==> config.mk <==
export PLATFORM = sky130hd
export DESIGN_NAME = button_cmd_sched_flat
export DESIGN_NICKNAME = d
export VERILOG_FILES = /design/src/rtl/button_cmd_sched_if.sv /design/src/rtl/button_cmd_sched.sv /design/src/flat_wrapper.sv
export SDC_FILE = /design/constraint.sdc
export NUM_CORES = 1
export LEC_CHECK = 0
export BUFFER_PORTS_ARGS = -buffer_cell sky130_fd_sc_hd__buf_2
export CORE_ASPECT_RATIO = 1.4
export CORE_MARGIN = 5
export CORE_UTILIZATION = 55
export DETAILED_ROUTE_END_ITERATION = 8
export PLACE_DENSITY = 0.86
export SLEW_MARGIN = 30
export SYNTH_ARGS = -nofsm -noshare
export SYNTH_HDL_FRONTEND = slang
export SYNTH_SLANG_ARGS = --single-unit
export TNS_END_PERCENT = 50
==> constraint.sdc <==
create_clock -name clk_i -period 4.45 [get_ports clk_i]
set_input_delay 1.1125 -clock clk_i [delete_from_list [all_inputs] [get_ports clk_i]]
set_output_delay 1.1125 -clock clk_i [all_outputs]
set_load 0.01 [all_outputs]
==> src/rtl/button_cmd_sched_if.sv <==
// rtl/button_cmd_sched_if.sv - press/ack inputs and command/status outputs of the button command scheduler
interface button_cmd_sched_if;
    logic [3:0] press;
    logic       ack;
    logic       valid;
    logic [1:0] code;
    logic [3:0] pending;
    logic [7:0] drop_count;

    modport master (
        output press,
        output ack,
        input  valid,
        input  code,
        input  pending,
        input  drop_count
    );

    modport slave (
        input  press,
        input  ack,
        output valid,
        output code,
        output pending,
        output drop_count
    );
endinterface

==> src/rtl/button_cmd_sched.sv <==
// rtl/button_cmd_sched.sv - round-robin scheduler turning button presses into acked commands with holdoff
module button_cmd_sched #(
    parameter int unsigned HOLDOFF = 4
) (
    input  logic               clk_i,
    input  logic               rst_i,
    button_cmd_sched_if.slave  sched_io
);

    typedef enum logic [1:0] {
        S_IDLE  = 2'd0,
        S_ISSUE = 2'd1,
        S_HOLD  = 2'd2
    } state_e;

    // The IDLE grant cycle is itself one Valid=0 cycle, so HOLD covers the other HOLDOFF-1.
    localparam bit         SKIP_HOLD = (HOLDOFF <= 1);
    localparam logic [3:0] HOLD_LOAD = SKIP_HOLD ? 4'd0 : 4'(HOLDOFF - 1);

    state_e     state_q;
    logic       valid_q;
    logic [1:0] code_q;
    logic [1:0] last_q;
    logic [3:0] cnt_q;
    logic [3:0] pending_q;
    logic [3:0] pending_d;
    logic [7:0] drop_q;
    logic [7:0] drop_d;

    logic       grant_found;
    logic [1:0] grant_idx;
    logic [1:0] cand;
    logic [3:0] clr_mask;
    logic [3:0] dropped;
    logic [2:0] drop_inc;
    logic [8:0] drop_sum;

    always_comb begin
        grant_found = 1'b0;
        grant_idx   = last_q;
        cand        = 2'd0;
        for (int k = 1; k <= 4; k++) begin
            cand = last_q + 2'(k);
            if (!grant_found && pending_q[cand]) begin
                grant_found = 1'b1;
                grant_idx   = cand;
            end
        end
    end

    // A press landing on the bit being granted re-arms it instead of counting as a drop.
    always_comb begin
        clr_mask  = (state_q == S_IDLE && grant_found) ? (4'b0001 << grant_idx) : 4'b0000;
        pending_d = (pending_q & ~clr_mask) | sched_io.press;
        dropped   = sched_io.press & pending_q & ~clr_mask;
        drop_inc  = 3'(dropped[0]) + 3'(dropped[1]) + 3'(dropped[2]) + 3'(dropped[3]);
        drop_sum  = {1'b0, drop_q} + 9'(drop_inc);
        drop_d    = drop_sum[8] ? 8'hFF : drop_sum[7:0];
    end

    always_ff @(posedge clk_i) begin
        if (rst_i) begin
            state_q   <= S_IDLE;
            valid_q   <= 1'b0;
            code_q    <= 2'd0;
            last_q    <= 2'd3;
            cnt_q     <= 4'd0;
            pending_q <= 4'd0;
            drop_q    <= 8'd0;
        end else begin
            pending_q <= pending_d;
            drop_q    <= drop_d;
            case (state_q)
                S_IDLE: begin
                    if (grant_found) begin
                        state_q <= S_ISSUE;
                        valid_q <= 1'b1;
                        code_q  <= grant_idx;
                        last_q  <= grant_idx;
                    end
                end
                S_ISSUE: begin
                    if (sched_io.ack) begin
                        valid_q <= 1'b0;
                        if (SKIP_HOLD) begin
                            state_q <= S_IDLE;
                        end else begin
                            state_q <= S_HOLD;
                            cnt_q   <= HOLD_LOAD;
                        end
                    end
                end
                S_HOLD: begin
                    valid_q <= 1'b0;
                    if (cnt_q <= 4'd1) begin
                        state_q <= S_IDLE;
                        cnt_q   <= 4'd0;
                    end else begin
                        cnt_q <= cnt_q - 4'd1;
                    end
                end
                default: begin
                    state_q <= S_IDLE;
                    valid_q <= 1'b0;
                    cnt_q   <= 4'd0;
                end
            endcase
        end
    end

    assign sched_io.valid      = valid_q;
    assign sched_io.code       = code_q;
    assign sched_io.pending    = pending_q;
    assign sched_io.drop_count = drop_q;

endmodule

==> src/flat_wrapper.sv <==
// flat-port wrapper written by rule: the top's interface ports become plain ports
module button_cmd_sched_flat 
#(
    parameter int unsigned HOLDOFF = 4
)
  (clk_i, rst_i, sched_io_press, sched_io_ack, sched_io_valid, sched_io_code, sched_io_pending, sched_io_drop_count);
  button_cmd_sched_if sched_io_i ();
  input  logic clk_i;
  input  logic rst_i;
  input wire logic [$bits(sched_io_i.press)-1:0] sched_io_press;
  input wire logic [$bits(sched_io_i.ack)-1:0] sched_io_ack;
  output wire logic [$bits(sched_io_i.valid)-1:0] sched_io_valid;
  output wire logic [$bits(sched_io_i.code)-1:0] sched_io_code;
  output wire logic [$bits(sched_io_i.pending)-1:0] sched_io_pending;
  output wire logic [$bits(sched_io_i.drop_count)-1:0] sched_io_drop_count;
  assign sched_io_i.press = sched_io_press;
  assign sched_io_i.ack = sched_io_ack;
  assign sched_io_valid = sched_io_i.valid;
  assign sched_io_code = sched_io_i.code;
  assign sched_io_pending = sched_io_i.pending;
  assign sched_io_drop_count = sched_io_i.drop_count;
  button_cmd_sched #(.HOLDOFF(HOLDOFF)) u_core (.clk_i(clk_i), .rst_i(rst_i), .sched_io(sched_io_i));
endmodule
; After elaboration in Yosys (flattened, before gate mapping)
; Cells that the tools add are included.
[word_totals]
ff_bits = 23
in_bits = 7
out_inout_bits = 15
word_cells = 72
[op_classes]
addsub = 8
n_lt_le_gt_ge = 5
eq_ne = 5
shifts = 1
n_mux = 28
n_bitwise = 6
reduce_logical = 12
[ops]
columns = cell, n
row1 = $mux W2, 7
row2 = $and A4 B4 Y4, 3
row3 = $lt A2 B3 Y1 const B, 4
row4 = $mux W4, 3
row5 = $pmux W4 S3, 1
row6 = $mux W1, 10
row7 = $add A8 B3 Y9, 1
row8 = $bmux W1 S2, 4
row9 = $mux W8, 1
row10 = $add A3 B1 Y3, 2
row11 = $pmux W2 S3, 1
row12 = $reduce_and A2 Y1, 3
row13 = $add A2 B2 Y2 const B, 2
row14 = $le A4 B1 Y1 const B, 1
row15 = $logic_and A1 B1 Y1, 4
row16 = $ne A2 B1 Y1 const B, 2
row17 = $not A4 Y4, 1
row18 = $or A4 B4 Y4, 1
row19 = $shl A1 B2 Y4 const A, 1
row20 = $sub A4 B1 Y4 const B, 1
row21 = $logic_not A1 Y1, 3
row22 = $reduce_and A3 Y1, 1
row23 = $add A1 B1 Y2, 1
row24 = $add A2 B1 Y2 const B, 1
row25 = other kinds (6), 6

; Depth between registers and ports, before layout
[logic_depth]
ltp_word = 22
depth_mapped = 14
mapped_depth_nobuf = 13

; Worst setup path after synthesis
; Ideal clock, no wire load.
[synth_path]
kind = reg2reg
start = reg u_core.pending_q[0], in the netlist u_core.sched_io.pending[0]
end = reg u_core.drop_q[0], in the netlist u_core.sched_io.drop_count[0]
setup_ps = 71
arrival_ps = 3511
t_required_ps = 4379
slack_ps = 868
path_stages_with_launch = 13
path_buffers = 0
synth_period_minus_slack_ps = 3582
path_cell_list = dfxtp_1 > o21ai_2 > a221o_1 > o311a_2 > ha_1 > fa_1 > ha_1 > inv_1 > fa_1 > nor2b_1 > o2111a_1 > nand3_1 > a21oi_1
[synth_between]
elab_chain_len = 21
word_cells_on_any_way = 33
cone_classes = 4 x add/sub / 1 x shift / 18 x mux / 3 x bitwise / 7 x reduce/logical
[synth_rtl]
columns = item, line_no
row1 = from (decl), button_cmd_sched.sv:25  ; logic [3:0] pending_q;
row2 = from (signal assigned), button_cmd_sched.sv:71  ; pending_q <= pending_d;
row3 = $bmux W1 S2, button_cmd_sched.sv:44  ; if (!grant_found && pending_q[cand]) begin
row4 = $mux W1 (implied by the code), button_cmd_sched.sv:44
row5 = $mux W1, button_cmd_sched.sv:44
row6 = $logic_not A1 Y1, button_cmd_sched.sv:44
row7 = $logic_and A1 B1 Y1, button_cmd_sched.sv:44
row8 = $mux W1, button_cmd_sched.sv:44
row9 = $logic_not A1 Y1, button_cmd_sched.sv:44
row10 = $logic_and A1 B1 Y1, button_cmd_sched.sv:44
row11 = [... 5 more ...], n/a
row12 = $mux W4, button_cmd_sched.sv:53  ; clr_mask = (state_q == S_IDLE && grant_found) ? (4'b0001 << grant_idx) : 4'b0000;
row13 = $not A4 Y4, button_cmd_sched.sv:55  ; dropped = sched_io.press & pending_q & ~clr_mask;
row14 = $and A4 B4 Y4 (*), button_cmd_sched.sv:55
row15 = $add A1 B1 Y2, button_cmd_sched.sv:56  ; drop_inc = 3'(dropped[0]) + 3'(dropped[1]) + 3'(dropped[2]) + 3'(dropped[3]);
row16 = $add A3 B1 Y3, button_cmd_sched.sv:56
row17 = $add A3 B1 Y3 (*), button_cmd_sched.sv:56
row18 = $add A8 B3 Y9 (*), button_cmd_sched.sv:57  ; drop_sum = {1'b0, drop_q} + 9'(drop_inc);
row19 = $mux W8 (*), button_cmd_sched.sv:58  ; drop_d = drop_sum[8] ? 8'hFF : drop_sum[7:0];
row20 = to (signal assigned), button_cmd_sched.sv:72  ; drop_q <= drop_d;
row21 = to (decl), button_cmd_sched.sv:27  ; logic [7:0] drop_q;
; Every way passes the cells marked *; elsewhere a longest branch is shown, timed or not. The select of a mux whose other input is x is not followed.
; A chain may end at the register's enable or synchronous reset.

; Worst setup path after layout
[layout_path]
start = reg u_core.last_q[0]
end = reg u_core.drop_q[0], in the netlist u_core.sched_io.drop_count[0]
[layout_between]
elab_chain_len = 22
word_cells_on_any_way = 35
cone_classes = 7 x add/sub / 1 x shift / 18 x mux / 2 x bitwise / 7 x reduce/logical
[layout_rtl]
columns = item, line_no
row1 = from (decl), button_cmd_sched.sv:23  ; logic [1:0] last_q;
row2 = from (signal assigned), button_cmd_sched.sv:79  ; last_q <= grant_idx;
row3 = $add A2 B1 Y2, button_cmd_sched.sv:43  ; cand = last_q + 2'(k);
row4 = $bmux W1 S2, button_cmd_sched.sv:44
row5 = $mux W1 (implied by the code), button_cmd_sched.sv:44
row6 = $mux W1, button_cmd_sched.sv:44
row7 = $logic_not A1 Y1, button_cmd_sched.sv:44
row8 = $logic_and A1 B1 Y1, button_cmd_sched.sv:44
row9 = $mux W1, button_cmd_sched.sv:44
row10 = $logic_not A1 Y1, button_cmd_sched.sv:44
row11 = [... 6 more ...], n/a
row12 = $mux W4 (*), button_cmd_sched.sv:53
row13 = $not A4 Y4 (*), button_cmd_sched.sv:55
row14 = $and A4 B4 Y4 (*), button_cmd_sched.sv:55
row15 = $add A1 B1 Y2, button_cmd_sched.sv:56
row16 = $add A3 B1 Y3, button_cmd_sched.sv:56
row17 = $add A3 B1 Y3 (*), button_cmd_sched.sv:56
row18 = $add A8 B3 Y9 (*), button_cmd_sched.sv:57
row19 = $mux W8 (*), button_cmd_sched.sv:58
; Marked as above.

==> results.yml <==
run_status:
  status: "complete, no violations"
floorplanning:
  rows: 21
  die-width_um: 52.0
  die_area_um2: 3570
  design.portCount: 22
  start_util: 0.567
  coreArea_um2: 2390
  fp.dieH_um: 68.7
setup_path:
  worstPathCellList: "nand2b_1 > o21ai_2 > a221o_1 > o311a_2 > ha_1 > fa_1 > ha_1 > inv_1 > fa_1 > nor2b_1 > o2111a_1 > nand3_1 > a21oi_1"
  critPathRequiredTime_ps: 4700
  crit_path_end_kind: "flop"
  path_class: "reg -> reg"
  worstPathArrival_ps: 4240
  cp_slowest_cell: "dfxtp_1"
  slowest_delay_ps: 430
  critPathMaxFanout: 6
  start_kind: "flop"
  ff2ff_setup_slack_ps: 460
cells_and_area:
  stdcell_count: 206
  multi_input_area_um2: 827
  antenna_cells: 0
  nets: 193
  final-seq-area_um2: 460
  layout_common_cells: "dfxtp_1, buf_2, nor2_1"
  drive_gt1_frac: 0.192
  final_common_cell: "dfxtp_1"
  syn2layout_area_growth_pct: 11.2
  final_cell_area_um2: 1510
  fill_cells: 216
  postLayoutCoreUtil: 0.630
power:
  cellPowerDensity_nw_per_um2: 440
  power.net_switching_uw: 271
  p_comb_frac: 0.426
  finalPower_uw: 663
  p_leak_nw: 0.671
  p_int_uw: 392
  power.share.clock: 0.151
  switching_share: 0.408
  seqPwrFrac: 0.423
  irDropWorstVdd_v: 0.000307
grt:
  grt_pass1_wl_um: 5400
  grt_max_degree: 31
  antenna_found_initial: 0
  grt_pass1_vias: 1229
  track_usage: 0.199
  grt-ovfl-total: 0
sta:
  fin_crit_sh: 0.898
  whs_ps: 478
  min_period_ps: 3990
  fin_worst_skew_ps: 7.39
  finalSetupViolCount: 0
  tns_ps: 0
  hold_violations: 0
  finalMaxSlewViolations: 0
  setup_ws_ps: 455
  fmax_mhz: 250
  slew_headroom: 0.608
  rsz0062_at_grt: "false"
  tightest_slew_ps: 582
synthesis:
  postSynthAreaPerCell_um2: 8.97
  yosysUniqueCellTypes: 46
  async_flop_share: 0
  yosys-top-cells-area: "dfxtp_1, ha_1, a21oi_1"
  ys_seq_area_frac: 0.340
  synth_ff_type: "dfxtp_1"
  yosys_register_bits: 23
  netlist_area_um2: 1360
  synth_nets: 171
  synth_warnings: 0
  synth_area_leader_cell: "dfxtp_1"
  syn_inst: 151
  synth_edf_count: 0
  synth_top_cell_area_share: 0.340
clock_tree:
  cts_resized: 0
  path_clk_slew_ps: 130
  cts_setup_buffers: 0
  cts_buffer_depth: 2
  hold_buffers: 0
  cts_max_level: 1
  cts.sinks: 23
  cts_buffers: 3
  cts_tree: "built"
  insertion_delay_ps: 320
  root_buffer: "clkbuf_4"
min_path:
  hold_class: "reg -> reg"
drt:
  drc: 0
  vias: 1247
  routed_wl_um: 3090
  via_per_inst: 6.05
  ant_nets: 0
  drt-wirelength-per-cell_um: 15.0
  drt_iter0_drc: 67
  drtPass1Iterations: 4
placement:
  dp.cells: 202
  port_buffers: 21
  place_congestion: 0.873
  dp_hpwl_um: 2360
  post-place-ws_ps: 498
  dpl_cell_area_um2: 1480
job:
  maxCapViolCount: 0
[worst max-delay path: cells and delay by family, from the launching register on]
| family | cells | cell delay [ps] |
|---|---|---|
| compound gates | 5 | 1410 |
| fa+ha+maj | 4 | 1480 |
| buf+inv | 1 | 60 |
| flops | 1 | 430 |
| simple gates | 3 | 550 |
[cells in the mapped netlist, drive strengths merged, types with 2 or more instances]
library cell	number
a21oi	16
o32ai	2
xor2	4
ha	11
o211a	2
nor4	2
nor2	18
a311oi	3
nor3	6
nand3	2
inv	12
nor2b	2
or3	2
dfxtp	23
o21ai	4
nand2b	5
o41a	2
nand2	5
fa	2
nor3b	3
o31a	2
clkbuf	3
o311a	3
[worst paths after layout]
check                                from  depth (start not counted)                            end
setup / recovery         u_core.last_q[0]                         13  u_core.sched_io.drop_count[0]
hold reg to reg   u_core.sched_io.code[1]                          2        u_core.sched_io.code[1]
hold / removal    u_core.sched_io.code[1]                          2        u_core.sched_io.code[1]
setup reg to reg         u_core.last_q[0]                         13  u_core.sched_io.drop_count[0]
[layer usage]
layer	up-vias	part of all wire	global-route usage
met5	-	0	0
met4	0	0.039	0.121
met3	13	0.050	0.0323
met2	55	0.52	0.363
met1	584	0.39	0.211
li1	595	-	-
[power groups by stage]
stage	registers [mW]	clock network (mW)	logic [mW]
after global routing	0.288	0.111	0.319
after CTS	0.280	0.0998	0.281
after detailed placement	0.285	0	0.277
final	0.280	0.100	0.283
after global placement	0.281	0	0.262
after floorplan	0.290	0	0.198
[logic make-up after synthesis]
family / Yosys count / synth area share
xor+xnor: 4 / 0.0259
buf+inv: 16 / 0.0499
compound gates: 42 / 0.238
flops: 23 / 0.340
fa+ha+maj: 13 / 0.131
simple gates: 52 / 0.208
mux: 1 / 0.00739
[sequential cells by signal (all words and copies together), names as in the netlist]
register,count
u_core.cnt_q,4
u_core.last_q,2
u_core.sched_io.code,2
u_core.sched_io.drop_count,8
u_core.sched_io.pending,4
u_core.sched_io.valid,1
u_core.state_q,2
[cell type report]
type,count,area share
Multi-Input combinational cell,112,0.549
Sequential cell,23,0.306
Timing Repair Buffer,21,0.0698
Inverter,12,0.0299
Tap cell,34,0.0282
Clock buffer,4,0.0174
(Power assumes the default switching activity.)
